$ cat src/rtl/mdu_ctr.sv
`default_nettype none
// ============================================================================
// Module      : mdu_ctr
// Description : Multi-cycle multiply/divide unit with its own HI/LO-class
//               R-type decode (MULT, MULTU, DIV, DIVU, MFHI, MFLO, MTHI,
//               MTLO). An iterative WIDTH-step shift-add multiplier or
//               restoring divider is followed by one sign-fix cycle.
//               Optional macro MDU_DIV0_TRAP_EN adds a div0 output and
//               suppresses the HI/LO write on divide-by-zero.
// Revision    : 1.0 - initial release
// ============================================================================
module mdu_ctr #(
    parameter int         WIDTH = 32,
    parameter logic [1:0] RTYPE = 2'b10
) (
    input  logic             clk,
    input  logic             rst_n,
    input  logic [1:0]       ALUop,
    input  logic [5:0]       func,
    input  logic             start,
    input  logic [WIDTH-1:0] a,
    input  logic [WIDTH-1:0] b,
    output logic             busy,
    output logic             done,
    output logic [WIDTH-1:0] hi,
    output logic [WIDTH-1:0] lo,
    output logic [WIDTH-1:0] result,
`ifdef MDU_DIV0_TRAP_EN
    output logic             div0,
`endif
    output logic             hilo_rd
);

    localparam int         CW          = $clog2(WIDTH);
    localparam logic [CW-1:0] c_LAST   = CW'(WIDTH - 1);

    localparam logic [5:0] c_FUNC_MFHI  = 6'b010000;
    localparam logic [5:0] c_FUNC_MTHI  = 6'b010001;
    localparam logic [5:0] c_FUNC_MFLO  = 6'b010010;
    localparam logic [5:0] c_FUNC_MTLO  = 6'b010011;
    localparam logic [5:0] c_FUNC_MULT  = 6'b011000;
    localparam logic [5:0] c_FUNC_MULTU = 6'b011001;
    localparam logic [5:0] c_FUNC_DIV   = 6'b011010;
    localparam logic [5:0] c_FUNC_DIVU  = 6'b011011;

    typedef enum logic [1:0] {
        S_IDLE = 2'd0,
        S_CALC = 2'd1,
        S_FIX  = 2'd2
    } state_t;

    state_t state_q, state_d;

    // Iteration registers: rem holds the running partial product high half /
    // partial remainder, quo holds multiplier / dividend bits being shifted out.
    logic [WIDTH-1:0] rem_q, rem_d;
    logic [WIDTH-1:0] quo_q, quo_d;
    logic [WIDTH-1:0] opb_q, opb_d;
    logic [CW-1:0]    cnt_q, cnt_d;
    logic             div_q, div_d;
    logic             qneg_q, qneg_d;
    logic             rneg_q, rneg_d;
    logic             dz_q, dz_d;
    logic [WIDTH-1:0] hi_q, hi_d;
    logic [WIDTH-1:0] lo_q, lo_d;

    // Decode
    logic             w_rtype;
    logic             w_muldiv;
    logic             w_go;
    logic             w_mt_go;
    logic             w_signed;
    logic             w_is_div;
    logic             w_a_neg;
    logic             w_b_neg;
    logic [WIDTH-1:0] w_a_mag;
    logic [WIDTH-1:0] w_b_mag;

    // Step and fix-up datapath
    logic [WIDTH-1:0]   w_addend;
    logic [WIDTH:0]     w_msum;
    logic [WIDTH:0]     w_dshift;
    logic               w_dge;
    logic [WIDTH-1:0]   w_ddiff;
    logic [WIDTH-1:0]   w_rem_step;
    logic [WIDTH-1:0]   w_quo_step;
    logic [2*WIDTH-1:0] w_prod;
    logic [2*WIDTH-1:0] w_prod_fix;
    logic [WIDTH-1:0]   w_quo_fix;
    logic [WIDTH-1:0]   w_rem_fix;

    assign w_rtype  = (ALUop == RTYPE);
    assign w_muldiv = (func == c_FUNC_MULT) || (func == c_FUNC_MULTU) ||
                      (func == c_FUNC_DIV)  || (func == c_FUNC_DIVU);
    assign w_go     = (state_q == S_IDLE) && start && w_rtype && w_muldiv;
    assign w_mt_go  = (state_q == S_IDLE) && start && w_rtype &&
                      ((func == c_FUNC_MTHI) || (func == c_FUNC_MTLO));

    // Even codes (MULT, DIV) are the signed variants; bit 1 selects divide.
    assign w_signed = ~func[0];
    assign w_is_div = func[1];
    assign w_a_neg  = w_signed & a[WIDTH-1];
    assign w_b_neg  = w_signed & b[WIDTH-1];
    // The most-negative value maps onto itself, which read unsigned is its magnitude.
    assign w_a_mag  = w_a_neg ? -a : a;
    assign w_b_mag  = w_b_neg ? -b : b;

    // Multiply step: conditional add then shift the {rem,quo} pair right.
    assign w_addend = quo_q[0] ? opb_q : '0;
    assign w_msum   = {1'b0, rem_q} + {1'b0, w_addend};

    // Divide step: shift in the next dividend bit and trial-subtract.
    assign w_dshift = {rem_q, quo_q[WIDTH-1]};
    assign w_dge    = (w_dshift >= {1'b0, opb_q});
    assign w_ddiff  = w_dshift[WIDTH-1:0] - opb_q;

    assign w_rem_step = div_q ? (w_dge ? w_ddiff : w_dshift[WIDTH-1:0])
                              : w_msum[WIDTH:1];
    assign w_quo_step = div_q ? {quo_q[WIDTH-2:0], w_dge}
                              : {w_msum[0], quo_q[WIDTH-1:1]};

    // With a zero divisor every trial succeeds, so rem ends up holding |a|
    // and quo all ones; only the quotient needs overriding in the fix cycle.
    assign w_prod     = {rem_q, quo_q};
    assign w_prod_fix = qneg_q ? -w_prod : w_prod;
    assign w_quo_fix  = qneg_q ? -quo_q : quo_q;
    assign w_rem_fix  = rneg_q ? -rem_q : rem_q;

    // Combinational HI/LO read port
    assign hilo_rd = w_rtype && ((func == c_FUNC_MFHI) || (func == c_FUNC_MFLO));
    assign result  = !hilo_rd              ? '0   :
                     (func == c_FUNC_MFHI) ? hi_q : lo_q;

    assign hi = hi_q;
    assign lo = lo_q;

    // FSM next-state and handshake outputs
    always_comb begin
        state_d = state_q;
        busy    = 1'b0;
        done    = 1'b0;
`ifdef MDU_DIV0_TRAP_EN
        div0    = 1'b0;
`endif
        case (state_q)
            S_IDLE: begin
                if (w_go) state_d = S_CALC;
            end
            S_CALC: begin
                busy = 1'b1;
                if (cnt_q == c_LAST) state_d = S_FIX;
            end
            S_FIX: begin
                busy    = 1'b1;
                done    = 1'b1;
`ifdef MDU_DIV0_TRAP_EN
                div0    = dz_q;
`endif
                state_d = S_IDLE;
            end
            default: state_d = S_IDLE;
        endcase
    end

    // Datapath next-state: operand latch, iteration step, sign fix and MTHI/MTLO
    always_comb begin
        rem_d  = rem_q;
        quo_d  = quo_q;
        opb_d  = opb_q;
        cnt_d  = cnt_q;
        div_d  = div_q;
        qneg_d = qneg_q;
        rneg_d = rneg_q;
        dz_d   = dz_q;
        hi_d   = hi_q;
        lo_d   = lo_q;
        case (state_q)
            S_IDLE: begin
                if (w_go) begin
                    rem_d  = '0;
                    quo_d  = w_a_mag;
                    opb_d  = w_b_mag;
                    cnt_d  = '0;
                    div_d  = w_is_div;
                    qneg_d = w_a_neg ^ w_b_neg;
                    rneg_d = w_a_neg;
                    dz_d   = w_is_div && (b == '0);
                end else if (w_mt_go) begin
                    if (func == c_FUNC_MTHI) hi_d = a;
                    else                     lo_d = a;
                end
            end
            S_CALC: begin
                rem_d = w_rem_step;
                quo_d = w_quo_step;
                cnt_d = cnt_q + 1'b1;
            end
            S_FIX: begin
`ifdef MDU_DIV0_TRAP_EN
                if (!dz_q) begin
`else
                begin
`endif
                    if (div_q) begin
                        hi_d = w_rem_fix;
                        lo_d = dz_q ? {WIDTH{1'b1}} : w_quo_fix;
                    end else begin
                        hi_d = w_prod_fix[2*WIDTH-1:WIDTH];
                        lo_d = w_prod_fix[WIDTH-1:0];
                    end
                end
            end
            default: ;
        endcase
    end

    // State and datapath registers; async reset aborts any operation in flight
    always_ff @(posedge clk or negedge rst_n) begin
        if (!rst_n) begin
            state_q <= S_IDLE;
            rem_q   <= '0;
            quo_q   <= '0;
            opb_q   <= '0;
            cnt_q   <= '0;
            div_q   <= 1'b0;
            qneg_q  <= 1'b0;
            rneg_q  <= 1'b0;
            dz_q    <= 1'b0;
            hi_q    <= '0;
            lo_q    <= '0;
        end else begin
            state_q <= state_d;
            rem_q   <= rem_d;
            quo_q   <= quo_d;
            opb_q   <= opb_d;
            cnt_q   <= cnt_d;
            div_q   <= div_d;
            qneg_q  <= qneg_d;
            rneg_q  <= rneg_d;
            dz_q    <= dz_d;
            hi_q    <= hi_d;
            lo_q    <= lo_d;
        end
    end

endmodule
`default_nettype wire

$ cat config.mk
export PLATFORM = sky130hd
export DESIGN_NAME = mdu_ctr
export DESIGN_NICKNAME = d
export VERILOG_FILES = /design/src/rtl/mdu_ctr.sv
export SDC_FILE = /design/constraint.sdc
export NUM_CORES = 1
export LEC_CHECK = 0
export CAP_MARGIN = 5
export CELL_PAD_IN_SITES_DETAIL_PLACEMENT = 0
export CELL_PAD_IN_SITES_GLOBAL_PLACEMENT = 1
export CORE_AREA = 5 5 176 220
export DETAILED_ROUTE_END_ITERATION = 7
export DIE_AREA = 0 0 181 225
export PLACE_DENSITY = 0.93
export SYNTH_ARGS = -nofsm -noshare
export SYNTH_HDL_FRONTEND = slang
export SYNTH_SLANG_ARGS = --single-unit
$ cat constraint.sdc
create_clock -name clk -period 3.8 [get_ports clk]
set_input_delay 0.76 -clock clk [delete_from_list [all_inputs] [get_ports clk]]
set_output_delay 0.76 -clock clk [all_outputs]
set_load 0.01 [all_outputs]
After elaboration in Yosys (flattened, before gate mapping)
Index checks and enable logic that the tools add are counted.

Add/subtract/negate cells: 8. $lt $le $gt $ge: 1. Equal/unequal tests: 18. Multiplexer cells: 33. Bitwise operators: 4. Reduce and logical (&&, ||, !) cells: 21.

Operator list (number): 32-bit 2-to-1 mux (21); 32-bit one-hot mux with 2 select lines (4); 32-bit negation (4); 64-bit 2-to-1 mux (1); 64-bit negation (1); 6-bit by 5-bit == test with 1-bit output, second input constant (8); 32-bit by 32-bit adder with 33-bit output (1); 33-bit by 32-bit greater-or-equal comparator with 1-bit output (1); 32-bit zero test (1); 32-bit subtractor (1); 2-bit inequality test, second input constant (5); 5-bit one-hot mux with 2 select lines (1); 4-bit AND reduction (2); 1-bit logical AND (6); 2-bit AND reduction (3); 5-bit by 1-bit adder with 5-bit output, second input constant (1); 5-bit == test, second input constant (1); 1-bit logical OR (5); 5-bit 2-to-1 mux (1); 2-bit == test, second input constant (2); 2-bit 2-to-1 mux (2); 2-bit one-hot mux with 2 select lines (1); 2-bit nonzero test (2); 1-bit AND (2); other kinds (7) (8).

Flip-flop bits (word level): 171. Output and inout bits: 99. Logic and storage cells: 96.

Depth between registers and ports, before layout
Gate-level depths: netlist of run 1.

Depth after elaboration: 7. Gate-level depth with buffers: 14. Mapped depth without buffers: 13.

Worst setup path after synthesis of run 1
OpenSTA, ideal clock, no wires.

Path type: input port to output port. Start: in func[2]. End: out result[22]. Data arrival time: 2648 ps. Required time: 3040 ps. Setup slack: 392 ps. Stages: 7. Path buffers: 1. Path through: or3b_2 -> or3b_2 -> or3_1 -> clkbuf_1 -> inv_1 -> o21ai_0 -> a21oi_1.

Cells in the longest elaborated chain, start to end: 4. Elaborated cells between the ends (all ways): 6.

Ends and longest elaborated chain: from (decl) (RTL line 19) `input logic [5:0] func,`; 6-bit by 5-bit == test with 1-bit output (RTL line 130) `assign hilo_rd = w_rtype && ((func == c_FUNC_MFHI) || (func == c_FUNC_MFLO));`; 1-bit logical OR * (RTL line 130); 1-bit logical AND * (RTL line 130); net hilo_rd (RTL line 31) `output logic hilo_rd`; 32-bit 2-to-1 mux * (RTL line 131) `assign result = !hilo_rd ? '0 :`; to (decl) (RTL line 27) `output logic [WIDTH-1:0] result,`.

Mark *: on every way through the listed nets, which the timed path passes. The rest lies on a longest branch.

Worst setup path after layout of run 1
Start: in func[4]. End: out result[16].

Cells in the longest elaborated chain, start to end: 4. Elaborated cells between the ends (all ways): 6.

Ends and longest elaborated chain (RTL line): 6-bit by 5-bit == test with 1-bit output, on equally long branches (130, 132); 1-bit logical OR (130); 1-bit logical AND (130); 32-bit 2-to-1 mux * (131).

Mark *: on every way between the ends. The rest lies on a longest branch, timed or not.

==> results of run 1 <==
-- cells in the final DEF, fill, tap and decap left out, types with 18 or more instances in the layout --
cell type and instances:
sky130_fd_sc_hd__nor2_1 197, sky130_fd_sc_hd__mux2i_1 70, sky130_fd_sc_hd__a21oi_1 168, sky130_fd_sc_hd__nor3_1 43, sky130_fd_sc_hd__ha_1 72, sky130_fd_sc_hd__o31ai_1 22, sky130_fd_sc_hd__xor2_1 71, sky130_fd_sc_hd__nor4_1 18
sky130_fd_sc_hd__or3_1 20, sky130_fd_sc_hd__nand3_1 28, sky130_fd_sc_hd__dfrtp_1 170, sky130_fd_sc_hd__a22oi_1 18, sky130_fd_sc_hd__a21o_1 23, sky130_fd_sc_hd__o21ai_0 226, sky130_fd_sc_hd__a31oi_1 19, sky130_fd_sc_hd__clkbuf_2 22
sky130_fd_sc_hd__clkdlybuf4s50_1 139, sky130_fd_sc_hd__nand4_1 19, sky130_fd_sc_hd__xnor2_1 92, sky130_fd_sc_hd__nand2_1 248, sky130_fd_sc_hd__o22ai_1 56, sky130_fd_sc_hd__buf_4 111, sky130_fd_sc_hd__inv_1 71
-- layout make-up --
| cell class | count | area, sq um |
|---|---|---|
| clock inverter | 15 | 169 |
| multi-input combinational | 1653 | 10400 |
| antenna | 1 | 2.50 |
| sequential | 171 | 4280 |
| timing repair buffer | 291 | 2590 |
| clock buffer | 17 | 425 |
| tap | 480 | 601 |
| inverter | 73 | 277 |
| fill | 3564 | 17500 |
-- power by group --
| part | total (mW) | internal (mW) | switching (mW) |
|---|---|---|---|
| clock | 1.81 | 0.888 | 0.921 |
| sequential | 2.76 | 2.16 | 0.601 |
| combinational | 5.94 | 2.45 | 3.48 |
-- repair_timing --
item / CTS / global route
gates resized for setup: 63 / 34
pin swaps: 0 / 0
hold buffers: 0 / 0
buffers inserted: 0 / 0
hold endpoints to repair: 0 / 0
endpoints found under the setup margin: 33 / 33
-- flip-flops by register name, summed over array words and instances, names as in the netlist --
register and count:
rneg_q 1, hi 32, cnt_q 5, quo_q 32, dz_q 1, lo 32, state_q 2, div_q 1
rem_q 32, opb_q 32, qneg_q 1
-- metal layers --
layer | part of all wire, % | routed length (um) | track usage, % | vias up
met3 | 7.0 | 4030 | 4.33 | 210
li1 | - | - | - | 7703
met4 | 7.7 | 4450 | 18.4 | 0
met1 | 39 | 22300 | 31.8 | 7605
met2 | 47 | 27000 | 46.7 | 762
met5 | 0 | 0 | 0 | -
-- path summary, 6_finish.rpt --
| kind | startpoint | to | cells after the start |
|---|---|---|---|
| worst min register to register | opb_q[10]$_DFFE_PN0P_ | opb_q[10]$_DFFE_PN0P_ | 2 |
| max in group asynchronous | rst_n | opb_q[31]$_DFFE_PN0P_ | 2 |
| worst max register to register | quo_q[0]$_DFFE_PN0P_ | rem_q[30]$_DFFE_PN0P_ | 15 |
| worst min-delay path | rst_n | lo[4]$_DFFE_PN0P_ | 1 |
| worst max-delay path | func[4] | result[16] | 7 |
| min in group clk | opb_q[10]$_DFFE_PN0P_ | opb_q[10]$_DFFE_PN0P_ | 2 |
-- metrics by stage --
step,util (%),setup slack (ns),total power [mW],instance area [sq um]
4_1_cts,52.0,-0.00451,10.4,18800
6_report,51.7,0.00583,10.5,18700
5_1_grt,51.7,0.00218,11.2,18700
3_3_place_gp,50.3,-0.332,8.45,18200
2_1_floorplan,-,0.392,6.57,15400
3_5_place_dp,50.3,-0.367,8.57,18200
-- kinds of logic (layout without fill, tap and decap cells) --
family                   count (synthesis)  in the layout  share of synthesized area, %
XOR/XNOR                               163            163                          9.27
other                                    0              1                             0
AND/OR/NAND/NOR                        678            678                          20.6
multiplexers                            72             72                          4.69
flip-flops                             171            171                          27.8
buffers and inverters                  208            396                          5.14
adder cells (fa/ha/maj)                 75             75                          6.19
AO/OA/AOI/OAI                          665            665                          26.3
==> results.md, run 1 <==
* Final period utilization at 99.8%
* Hold WC Path Type: primary input to asynchronous set/reset pin
* Detailed-route via count at 16,280
* Required time of the critical path at 3.04 ns
* Residual DRC count at 0
* Core area at 0.0362 sq mm
* Violation count after the first detailed-routing iteration at 1,364
* Detailed-routing iteration count for the pre-antenna-repair pass at 8
* Post-layout min period at 3.79 ns
* Mapped cell area at 0.0154 sq mm
* Number of global-route vias before repair at 15,809
* Static Leak at 8.08 nW
* Most repeated cell in the gate-level netlist after synthesis: sky130_fd_sc_hd__nand2_1
* Clock Sinks at 171
* Number of synthesis warnings at 0
* CTS root buf: sky130_fd_sc_hd__clkbuf_16
* Max-slew headroom at 30.4%
* Area delta synth->final at 21.6%
* CTS tree: built
* Yosys top cell area share at 27.8%
* Master of the slowest instance on the critical path: sky130_fd_sc_hd__or3b_2
* Type of the worst setup path: primary input to output pin
* Setup TNS after final layout at 0 ns
* Finish-stage setup viols at 0
* Routed Antenna Nets at 0
* Min Hold Slack at 0.367 ns
* Number of cells produced by synthesis at 2,032
* Global-route wire length before repair at 88,400 um
* Number of buffers between clock root and the deepest sink at 2
* Largest area contributor in the synthesized netlist: sky130_fd_sc_hd__dfrtp_1
* Chain of cells forming the critical path: clkdlybuf4s50_1 -> or3b_2 -> or3b_2 -> or3_4 -> buf_12 -> nor2_1 -> clkdlybuf4s15_1
* Final #Nets at 2,357
* Number of levels in the clock H-tree at 4
* Top area cells in the synthesized netlist: sky130_fd_sc_hd__dfrtp_1 (28%), sky130_fd_sc_hd__o21ai_0 (7.4%), sky130_fd_sc_hd__nand2_1 (6.0%), sky130_fd_sc_hd__ha_1 (5.9%), sky130_fd_sc_hd__a21oi_1 (5.5%)
* Horizontal die dimension at 181 um
* Largest net degree at the start of global routing at 89
* RSZ-0062 raised after global routing: false
* Data arrival time of the worst path at 3.03 ns
* Number of port buffers at 173
* Cell Count, Final, Fillers Out at 2,701
* Average footprint of a synthesized cell at 7.58 sq um
* Total die area at 0.0407 sq mm
* Routed wire length at 57,800 um
* Status: complete, no violations
* Setup crit end kind: output pin
* Ratio of cells with drive above 1 in the final layout at 9.86%
* Max-cap violations at 0
* Flop-to-flop setup slack at 0.25 ns
* Peak per-stage delay on the critical path at 0.48 ns
* Number of synthesized register bits at 171
* Worst clock skew at 0.00955 ns
* Hold Fails Final Rpt at 0
* Upper clock frequency limit at 0.264 GHz
* Top FF cell, synth: sky130_fd_sc_hd__dfrtp_1
* GRT Total Usage at 27.4%
* Net count after synthesis at 2,182
* DPL Wire Length at 45,400 um
* Number of rows created at floorplan at 78
* Number of primary I/O pins at 174
* Placer's final routability congestion estimate at 0.972
* Vertical extent of the die at 225 um
* Type of origin of the critical path: primary input
* Number of antenna violations at the first check in global routing at 1
* Initial core utilization at 42.6%
* Dpl cells at 2,668
* Average wire per cell in the routed design at 21.4 um
* Critical Path Fanout Max at 27
* Peak supply drop at 0.380 mV
* Cell type with the highest occurrence count on the critical path: sky130_fd_sc_hd__or3b_2
* Worst-skew pair later-pin latency at 0.47 ns
* Transition time of the tightest slew-check pin at 1.04 ns
* Clock-pin slew of the registers on the worst-case setup and hold paths at 0.07 ns
* Worst Path Buf+Inv at 3
* Post-synthesis async set-or-reset flop share at 100%
* Final max-slew violation count at 0
* Share of synthesized area occupied by flip-flops and latches at 27.8%
* Number of enable flip-flop cells after synthesis at 0
* Number of distinct library cells after synthesis at 78
* Top post-synthesis cells by count: sky130_fd_sc_hd__nand2_1 (248), sky130_fd_sc_hd__o21ai_0 (227), sky130_fd_sc_hd__nor2_1 (197)
* Clock buffers created by TritonCTS at 17
* Average vias per placed instance at 6.03
* GRT Residual Overflow at 0
* Power per cell area at 561 mW/mm^2
* CP delay by family, top: simple AND/OR/NAND/NOR gates
No activity file was read; power rests on OpenSTA's default activity.
==> run 2: changes to the inputs <==
Settings changed: PLACE_DENSITY 0.93 to unset, PLACE_DENSITY_LB_ADDON set to 0.2.
==> run 2 against run 1 <==
  * Critical path depth up 1
  * Clock skew up 0.0016 ns
  * Design area about the same
  * Non-clock buffer count down 7
  * Critical endpoint is now result[28]
  * Register-to-register slack better by 0.05 ns
  * Clock power about the same
  * Setup slack better by 0.065 ns
  * Sequential power about the same
  * Via count down 2.0%
  * Global-route usage up 0.30 points
  * Sequential share of layout area about the same
  * First-iteration DRC count down 21%
==> results.md, run 2 (synthesis results as in run 1) <==
* Critical Path Fanout Max at 4 (-85%)
* DPL Wire Length at 46,300 um (+1.9%)
* Smallest setup slack after layout at 0.0710 ns (+0.0651 ns)
* Power share of the clock group at 17.5% (+0.3 points)
* Detailed-route via count at 15,947 (-2.0%)
* Sw Share at 47.1% (-0.53 points)
* Post-placement worst setup slack at -0.391 ns (-0.0245 ns)
* Post-layout min period at 3.73 ns (-0.0651 ns)
* Routed wire length at 57,900 um (+0.27%)
* Area delta synth->final at 21.6% (about the same)
* Clock-pin slew of the registers on the worst-case setup and hold paths at 0.08 ns (about the same)
* Transition time of the tightest slew-check pin at 1.09 ns (+0.0491 ns)
* Global-route wire length before repair at 88,700 um (+0.37%)
* Violation count after the first detailed-routing iteration at 1,079 (-21%)
* GRT Total Usage at 27.7% (+0.30 points)
* Horizontal die dimension at 181 um (unchanged)
* Finish-stage setup viols at 0 (unchanged)
* Max-slew headroom at 27.1% (-3.3 points)
* Data arrival time of the worst path at 2.97 ns (-0.06 ns)
* Number of primary I/O pins at 174 (unchanged)
* Hold WC Path Type: primary input to asynchronous set/reset pin
* Clock Sinks at 171 (unchanged)
* Combinational fraction of design power at 55.9% (-0.6 points)
* Setup crit end kind: output pin
* Initial core utilization at 42.6% (unchanged)
* Upper clock frequency limit at 0.268 GHz (+1.7%)
* Residual DRC count at 0 (unchanged)
* Detailed-routing iteration count for the pre-antenna-repair pass at 6 (-2)
* GRT Residual Overflow at 0 (unchanged)
* Status: complete, no violations
* Hold Fails Final Rpt at 0 (unchanged)
* Peak supply drop at 0.379 mV (-0.35%)
* Worst-skew pair later-pin latency at 0.47 ns (about the same)
* Setup TNS after final layout at 0 ns (unchanged)
* Vertical extent of the die at 225 um (unchanged)
* Clock buffers created by TritonCTS at 17 (unchanged)
* Share of power burned in registers at 26.6% (+0.3 points)
* Number of buffers between clock root and the deepest sink at 2 (unchanged)
* Placer's final routability congestion estimate at 0.955 (-1.7%)
* Net switching power figure at 4.93 mW (-1.5%)
* Largest net degree at the start of global routing at 66 (-26%)
* Number of global-route vias before repair at 15,410 (-2.5%)
* Average vias per placed instance at 5.92 (-1.8%)
* Number of levels in the clock H-tree at 4 (unchanged)
* Number of antenna violations at the first check in global routing at 1 (unchanged)
* CTS root buf: sky130_fd_sc_hd__clkbuf_16
* CTS tree: built
* Average wire per cell in the routed design at 21.5 um (+0.57%)
* Total die area at 0.0407 sq mm (unchanged)
* Cell-internal power at 5.53 mW (+0.58%)
* Most common cell after layout, fill and taps aside: sky130_fd_sc_hd__nand2_1
* Most used cells in the layout excluding fill and tap cells: sky130_fd_sc_hd__nand2_1 (248), sky130_fd_sc_hd__o21ai_0 (226), sky130_fd_sc_hd__nor2_1 (197)
* Final period utilization at 98.1% (-1.7 points)
* Ratio of cells with drive above 1 in the final layout at 9.26% (-0.60 points)
* Core area at 0.0362 sq mm (unchanged)
* Final max-slew violation count at 0 (unchanged)
* Routed Antenna Nets at 0 (unchanged)
* Required time of the critical path at 3.04 ns (about the same)
* Power per cell area at 558 mW/mm^2 (-0.44%)
* Type of origin of the critical path: primary input
* Number of rows created at floorplan at 78 (unchanged)
* Diodes inserted at 0 (-1)
* Hold-fix buffers at CTS at 0 (unchanged)
* Number of port buffers at 173 (unchanged)
* Max-cap violations at 0 (unchanged)
* Worst clock skew at 0.0112 ns (+0.00162 ns)
* Static Leak at 8.06 nW (-0.14%)
* RSZ-0062 raised after global routing: false
* Type of the worst setup path: primary input to output pin
* Final #Nets at 2,350 (-0.30%)
## run 2: through the flow
| stage | area (sq um) | hold slack [ns] | instances | power [mW] | utilization [%] |
|---|---|---|---|---|---|
| 2_1_floorplan | 15400 | 0.450 | 2032 | 6.57 | - |
| 3_3_place_gp | 18200 | 0.462 | 2660 | 8.46 | 50.2 |
| 3_5_place_dp | 18200 | 0.473 | 2660 | 8.54 | 50.2 |
| 4_1_cts | 18700 | 0.288 | 2692 | 10.4 | 51.8 |
| 5_1_grt | 18700 | 0.316 | 2693 | 11.2 | 51.7 |
| 6_report | 18700 | 0.272 | 2693 | 10.5 | 51.7 |
## run 2: path summary, 6_finish.rpt
check	end	cells after the start	from	slack (ns)
max	result[28]	8	func[4]	0.07
min	lo[3]$_DFFE_PN0P_	1	rst_n	0.27
max reg2reg	rem_q[27]$_DFFE_PN0P_	15	quo_q[0]$_DFFE_PN0P_	0.30
min reg2reg	opb_q[11]$_DFFE_PN0P_	2	opb_q[11]$_DFFE_PN0P_	0.48
max in group asynchronous	rem_q[16]$_DFFE_PN0P_	2	rst_n	2.69
min in group clk	opb_q[11]$_DFFE_PN0P_	2	opb_q[11]$_DFFE_PN0P_	0.48
## run 2: per-layer routing
metal / part of all wire (%) / routed length [um] / track usage [%]
met1: 39 / 22400 / 31.1
met2: 49 / 28600 / 49.4
met3: 5.4 / 3110 / 4.28
met4: 6.6 / 3830 / 16.8
met5: 0 / 0 / 0
## run 2: final cells by class
cell class / instances / area [sq um]
clock inverters: 15 / 179
clock buffers: 17 / 425
flip-flops and latches: 171 / 4280
well taps: 480 / 601
inverters: 73 / 280
multi-input cells: 1653 / 10400
fillers: 3537 / 17500
repair buffers: 284 / 2580
## run 2: worst max-delay path, cell delays in order
cell	delay, ns
sky130_fd_sc_hd__clkdlybuf4s50_1	0.44
sky130_fd_sc_hd__or3b_4	0.37
sky130_fd_sc_hd__or3b_2	0.45
sky130_fd_sc_hd__or3_4	0.37
sky130_fd_sc_hd__inv_4	0.08
sky130_fd_sc_hd__buf_12	0.11
sky130_fd_sc_hd__o221a_2	0.17
sky130_fd_sc_hd__clkdlybuf4s15_2	0.22
## run 2: timing repair
item                                    in CTS  in global routing
pin swaps                                    1                  2
gates resized for setup                     41                 38
setup buffers                                0                  1
cloned                                       0                  0
endpoints found under the hold margin        0                  0
endpoints found under the setup margin      33                 33
## run 2: power by group through the flow
| stage | logic [mW] | registers, mW | clock network [mW] |
|---|---|---|---|
| floorplan | 4.03 | 2.53 | 0 |
| global placement | 5.67 | 2.78 | 0 |
| detailed placement | 5.74 | 2.79 | 0 |
| CTS | 5.77 | 2.76 | 1.87 |
| global route | 6.44 | 2.83 | 1.94 |
| finish | 5.84 | 2.78 | 1.83 |
